==> config.mk <==
export PLATFORM = sky130hd
export DESIGN_NAME = exp2_cla4
export DESIGN_NICKNAME = d
export VERILOG_FILES = /design/src/rtl/exp2_cla4_pkg.sv /design/src/rtl/cla4_group.sv /design/src/rtl/exp2_cla4.sv
export SDC_FILE = /design/constraint.sdc
export NUM_CORES = 1
export LEC_CHECK = 0
export BUFFER_PORTS_ARGS = -buffer_cell sky130_fd_sc_hd__clkbuf_2
export CAP_MARGIN = 20
export CORE_AREA = 2 2 39 41
export DETAILED_ROUTE_END_ITERATION = 7
export DIE_AREA = 0 0 41 43
export SYNTH_ARGS = -nofsm -noshare
export SYNTH_HDL_FRONTEND = slang
export SYNTH_HIERARCHICAL = 1
export SYNTH_SLANG_ARGS = --single-unit
==> constraint.sdc <==
create_clock -name clk -period 3.26 [get_ports clk]
set_input_delay 0.163 -clock clk [delete_from_list [all_inputs] [get_ports clk]]
set_output_delay 0.163 -clock clk [all_outputs]
set_load 0.02 [all_outputs]
==> src/rtl/exp2_cla4_pkg.sv <==
// Shared constants for the exp2_cla4 carry-lookahead adder.
// Operand widths are built from 4-bit lookahead groups.
package exp2_cla4_pkg;

    localparam int GROUP = 4;

    // True when w is a positive whole number of lookahead groups
    function automatic bit width_ok(int w);
        return (w > 0) && ((w % GROUP) == 0);
    endfunction

endpackage

==> src/rtl/cla4_group.sv <==
// One 4-bit carry-lookahead group: flat two-level carries,
// sum bits, and group propagate/generate for the next level.
module cla4_group (
    input  logic [3:0] a,
    input  logic [3:0] b,
    input  logic       c0,
    output logic [3:0] sum,
    output logic       c4,
    output logic       gp,
    output logic       gg
);

    logic [3:0] g;
    logic [3:0] p;
    logic       c1;
    logic       c2;
    logic       c3;

    assign g = a & b;
    assign p = a ^ b;

    // Every carry is a direct sum of products; none reuses a lower carry
    assign c1 = g[0]
              | (p[0] & c0);

    assign c2 = g[1]
              | (p[1] & g[0])
              | (p[1] & p[0] & c0);

    assign c3 = g[2]
              | (p[2] & g[1])
              | (p[2] & p[1] & g[0])
              | (p[2] & p[1] & p[0] & c0);

    assign c4 = g[3]
              | (p[3] & g[2])
              | (p[3] & p[2] & g[1])
              | (p[3] & p[2] & p[1] & g[0])
              | (p[3] & p[2] & p[1] & p[0] & c0);

    // Group terms do not depend on c0, so the second level sees no loop
    assign gp = &p;

    assign gg = g[3]
              | (p[3] & g[2])
              | (p[3] & p[2] & g[1])
              | (p[3] & p[2] & p[1] & g[0]);

    assign sum = p ^ {c3, c2, c1, c0};

endmodule

==> src/rtl/exp2_cla4.sv <==
// Registered carry-lookahead adder: {C4, F} = A + B + C0,
// built from 4-bit groups with a second-level group lookahead.
module exp2_cla4
    import exp2_cla4_pkg::*;
#(
    parameter int WIDTH = 4
) (
    input  logic             clk,
    input  logic             rst,
    input  logic [WIDTH-1:0] A,
    input  logic [WIDTH-1:0] B,
    input  logic             C0,
    output logic [WIDTH-1:0] F,
    output logic             C4
);

    localparam int NG = WIDTH / GROUP;

    generate
        if (!width_ok(WIDTH)) begin : g_bad_width
            $error("exp2_cla4: WIDTH must be a positive multiple of 4");
        end
    endgenerate

    logic [WIDTH-1:0] sum;
    logic [NG-1:0]    gp;
    logic [NG-1:0]    gg;
    logic [NG-1:0]    gc4;
    logic [NG:0]      gc;
    logic             acc;
    logic             term;
    logic             unused_gc4;

    genvar i;
    generate
        for (i = 0; i < NG; i++) begin : g_grp
            cla4_group u_grp (
                .a   (A[GROUP*i +: GROUP]),
                .b   (B[GROUP*i +: GROUP]),
                .c0  (gc[i]),
                .sum (sum[GROUP*i +: GROUP]),
                .c4  (gc4[i]),
                .gp  (gp[i]),
                .gg  (gg[i])
            );
        end
    endgenerate

    // The carry-out comes from the group lookahead; per-group c4
    // duplicates it and is left for reference only
    assign unused_gc4 = ^gc4;

    // Second-level lookahead: each group carry-in is a flat sum of
    // products over group generate/propagate and C0
    always_comb begin
        gc    = '0;
        acc   = 1'b0;
        term  = 1'b0;
        gc[0] = C0;
        for (int k = 0; k < NG; k++) begin
            term = C0;
            for (int m = 0; m <= k; m++) begin
                term = term & gp[m];
            end
            acc = term;
            for (int j = 0; j <= k; j++) begin
                term = gg[j];
                for (int m = j + 1; m <= k; m++) begin
                    term = term & gp[m];
                end
                acc = acc | term;
            end
            gc[k+1] = acc;
        end
    end

    // Capture the sum and carry-out; reset clears both
    always_ff @(posedge clk) begin
        if (rst) begin
            F  <= '0;
            C4 <= 1'b0;
        end else begin
            F  <= sum;
            C4 <= gc[NG];
        end
    end

endmodule

# Yosys cells after proc, flatten, opt, wreduce, memory -nomap -nowiden
# Cells that the tools add are included.
[totals]
output_inout_bits = 5
word_cells = 31
in_bits = 11
reg_bits = 5
[op_classes]
n_reduce_logical = 1
n_bitwise = 28
[op_table]
columns = ["op", "count"]
rows = [
  ["$and A1 B1 Y1", 15],
  ["$or A1 B1 Y1", 10],
  ["$xor A4 B4 Y4", 2],
  ["$and A4 B4 Y4", 1],
  ["$reduce_and A4 Y1", 1],
]

# Depth between registers and ports, before layout
[logic_depth]
ltp_word = 6
depth_mapped = 6
ltp_nobuf = 6

# Modules after synthesis
# The synthesis kept the hierarchy.
[by_module_without_submodules]
columns = ["mod", "instances", "cells_per_inst", "seq_area_each_um2", "area_per_inst_um2"]
rows = [
  ["cla4_group", 1, 23, 0.0, 193.9],
  ["exp2_cla4", 1, 11, 100.1, 133.9],
]

# Worst setup path after synthesis
# OpenSTA, ideal clock, no wires.
[synth_timing]
path_kind = "input-to-reg"
from = "input A[2]"
to = "register C4"
path_slack_ns = 2.099
t_required_ns = 3.146
setup_ns = 0.114
path_buffers = 0
cell_stages = 6
arrival_time_ns = 1.047
cell_sequence = "ha_1 -> a21oi_2 -> nand2_1 -> a21o_1 -> a21oi_1 -> nor2_1"
[synth_via]
elab_chain_len = 6
word_cells_on_any_way = 13
classes_between = "bitwise: 12; reduce/logical: 1"
[synth_rtl]
columns = ["item", "line", "text"]
rows = [
  ["start: declaration", "exp2_cla4.sv:10", "input logic [WIDTH-1:0] A,"],
  ["$and A4 B4 Y4 / $xor A4 B4 Y4 (equally long branches)", "cla4_group.sv:19, cla4_group.sv:20", ""],
  ["$and A1 B1 Y1", "n/a", ""],
  ["$or A1 B1 Y1 / $and A1 B1 Y1 (equally long branches) (2 in a row)", "n/a", ""],
  ["$or A1 B1 Y1 (*)", "n/a", ""],
  ["net gg", "exp2_cla4.sv:27", "logic [NG-1:0] gg;"],
  ["$or A1 B1 Y1 (*)", "exp2_cla4.sv:71", "acc = acc | term;"],
  ["end signal: assignment", "exp2_cla4.sv:84", "C4 <= gc[NG];"],
  ["end: declaration", "exp2_cla4.sv:14", "output logic C4"],
]
# The timed path passes the listed nets; every way through them passes the cells marked *.
# A chain may end at the register's enable or synchronous reset.

# Worst setup path in the final report
# Ends and elaborated chain as after synthesis.

==> flow_metrics.py <==
metrics = {
    "place": {
        "portBuffers": 15,
        "place_area_um2": 415,
        "gp_congestion": 0.720,
        "dp_hpwl_um": 480,
        "dp.cells": 64,
    },
    "drt": {
        "final_antenna_net_count": 0,
        "num_vias": 263,
        "wl_per_cell_um": 8.00,
        "first_pass_iters": 2,
        "drt_iter0_drc": 1,
        "wl_um": 544,
        "remaining_drc_errors": 0,
        "via_per_inst": 3.87,
    },
    "critical_path": {
        "crit_end": "C4",
        "cp.arrival_ns": 1.20,
        "worstSetupStartpointType": "primary input",
        "worstPathMaxFanout": 5,
        "end_kind": "register",
        "worstSetupPathType": "primary input to register",
        "cp.required_ns": 3.39,
        "crit_start": "A[2]",
    },
    "synthesis": {
        "ys.warnings.count": 6,
        "synth_fp_nets": 50,
        "postSynthCellCount": 33,
        "avgSynthCellArea_um2": 9.71,
        "synthesis.area_um2": 320,
    },
    "timing": {
        "fmax_ghz": 0.939,
        "fin_crit_ns": 1.07,
        "slew_headroom_pct": 88.0,
        "fin_crit_sh_pct": 32.7,
        "finalSetupViolCount": 0,
        "maxSlewViolCount": 0,
        "worst_pin_slew_ns": 0.180,
        "rsz0062_at_grt": "false",
        "fin_setup_tns_ns": 0,
        "whs_ns": 0.152,
        "timing_hold_violations_final": 0,
    },
    "global_routing": {
        "grt_max_degree": 6,
        "overflow": 0,
        "antenna_found_initial": 0,
        "grt_usage_pct": 8.33,
        "grt_pass1_wl_um": 945,
        "grt_pass1_vias": 258,
    },
    "pwr": {
        "cellPowerDensity_nw_per_um2": 452,
        "vdd_ir_drop_max_uv": 96.7,
        "p_sw_uw": 57.5,
        "seq_power_share_pct": 35.3,
        "p_int_uw": 142,
        "switching_share_pct": 28.8,
        "power_frac_comb_pct": 29.0,
        "pwr-share-clk_pct": 35.7,
        "leakage_uw": 0.000245,
    },
    "clock_tree": {
        "ctsHoldBuffers": 0,
        "cts_root_buf": "clkbuf_4",
        "cts_setup_buffers": 0,
        "cts_max_level": 1,
        "cts_tree": "built",
        "clkSinkCount": 5,
        "cts.clk_slew.worst_paths_ns": 0.04,
        "cts_buffers": 3,
        "ctsResizeCount": 0,
        "cts.path.max_buffers": 2,
    },
    "finish": {
        "layout-drive-gt1-share_pct": 38.5,
        "area_growth_syn_to_layout_pct": 37.9,
        "register_area_um2": 100,
        "final_area_um2": 442,
        "layout.cells.non_filler": 68,
        "fill_cells": 144,
        "nets": 70,
        "multi_input_area_um2": 205,
        "num_antenna_cells": 0,
    },
    "hold_path": {
        "whs_path_depth": 2,
        "hp-class": "primary input to register",
    },
    "outcome": {
        "status": "completed",
    },
    "floorplanning": {
        "initial_utilization_pct": 23.1,
        "dieArea_um2": 1760,
        "die_h_um": 43,
        "boundaryPins": 16,
        "die_x_um": 41,
        "core.rowCount": 14,
        "core-area_um2": 1380,
    },
    "flow_run": {
        "drv_cap": 0,
    },
}
stage by stage:
| step | power, uW | utilization, % | setup WS (ns) |
|---|---|---|---|
| after floorplan | 111 | - | 2.10 |
| after global placement | 129 | 30.0 | 1.96 |
| after detailed placement | 130 | 30.0 | 1.95 |
| after CTS | 205 | 31.9 | 2.20 |
| after global routing | 216 | 31.9 | 2.09 |
| final | 200 | 31.9 | 2.19 |
critical path, stage by stage:
cell	delay (ns)
clkbuf_2	0.08
ha_1	0.36
a21oi_2	0.19
nand2_1	0.08
a21o_1	0.17
a21oi_1	0.11
nor2_1	0.05
worst min path at each step:
stage	from	to	slack (ns)
finish	rst	F[1]	0.15
CTS	rst	F[1]	0.14
floorplan	rst	F[0]	0.23
detailed placement	rst	F[1]	0.40
global placement	rst	F[1]	0.40
global route	rst	F[1]	0.16
final cells by class:
cell class                      count  area share (%)
Timing Repair Buffer               15            17.0
Clock buffer                        4            5.95
Sequential cell                     5            22.7
Inverter                            4            3.40
Multi-Input combinational cell     24            46.5
Tap cell                           16            4.53
per-layer routing:
metal / global-route usage, % / wire length [um] / share of wire, % / up-vias
met3: 2.09 / 77 / 14 / 0
met5: 0 / 0 / 0 / -
li1: - / - / - / 147
met4: 10.0 / 0 / 0 / 0
met2: 11.6 / 247 / 45 / 12
met1: 8.68 / 219 / 40 / 104
cells in the final DEF, fill, tap and decap left out:
| cell type | instances |
|---|---|
| nand3_2 | 1 |
| clkbuf_2 | 15 |
| nor2b_1 | 4 |
| xor2_1 | 1 |
| xnor2_1 | 2 |
| fa_1 | 1 |
| clkbuf_1 | 1 |
| nand4_1 | 1 |
| a21o_1 | 2 |
| ha_1 | 5 |
| a21oi_1 | 2 |
| clkbuf_4 | 3 |
| a21oi_2 | 1 |
| nor2_1 | 1 |
| dfxtp_1 | 5 |
| nand3_1 | 1 |
| and4_1 | 1 |
| nand2_1 | 1 |
| inv_1 | 4 |
state kept, by name, indices dropped and copies added (netlist names):
register	cells
F	4
C4	1
power groups by stage:
| stage | combinational [uW] | clock [uW] | sequential, uW |
|---|---|---|---|
| final | 57.8 | 71.3 | 70.5 |
| after detailed placement | 58.5 | 0 | 71.7 |
| after CTS | 58.8 | 75.5 | 70.6 |
| after global routing | 66.5 | 78.2 | 71.3 |
| after global placement | 58.2 | 0 | 71.3 |
| after floorplan | 29.9 | 0 | 81.2 |
(Power assumes the default switching activity.)
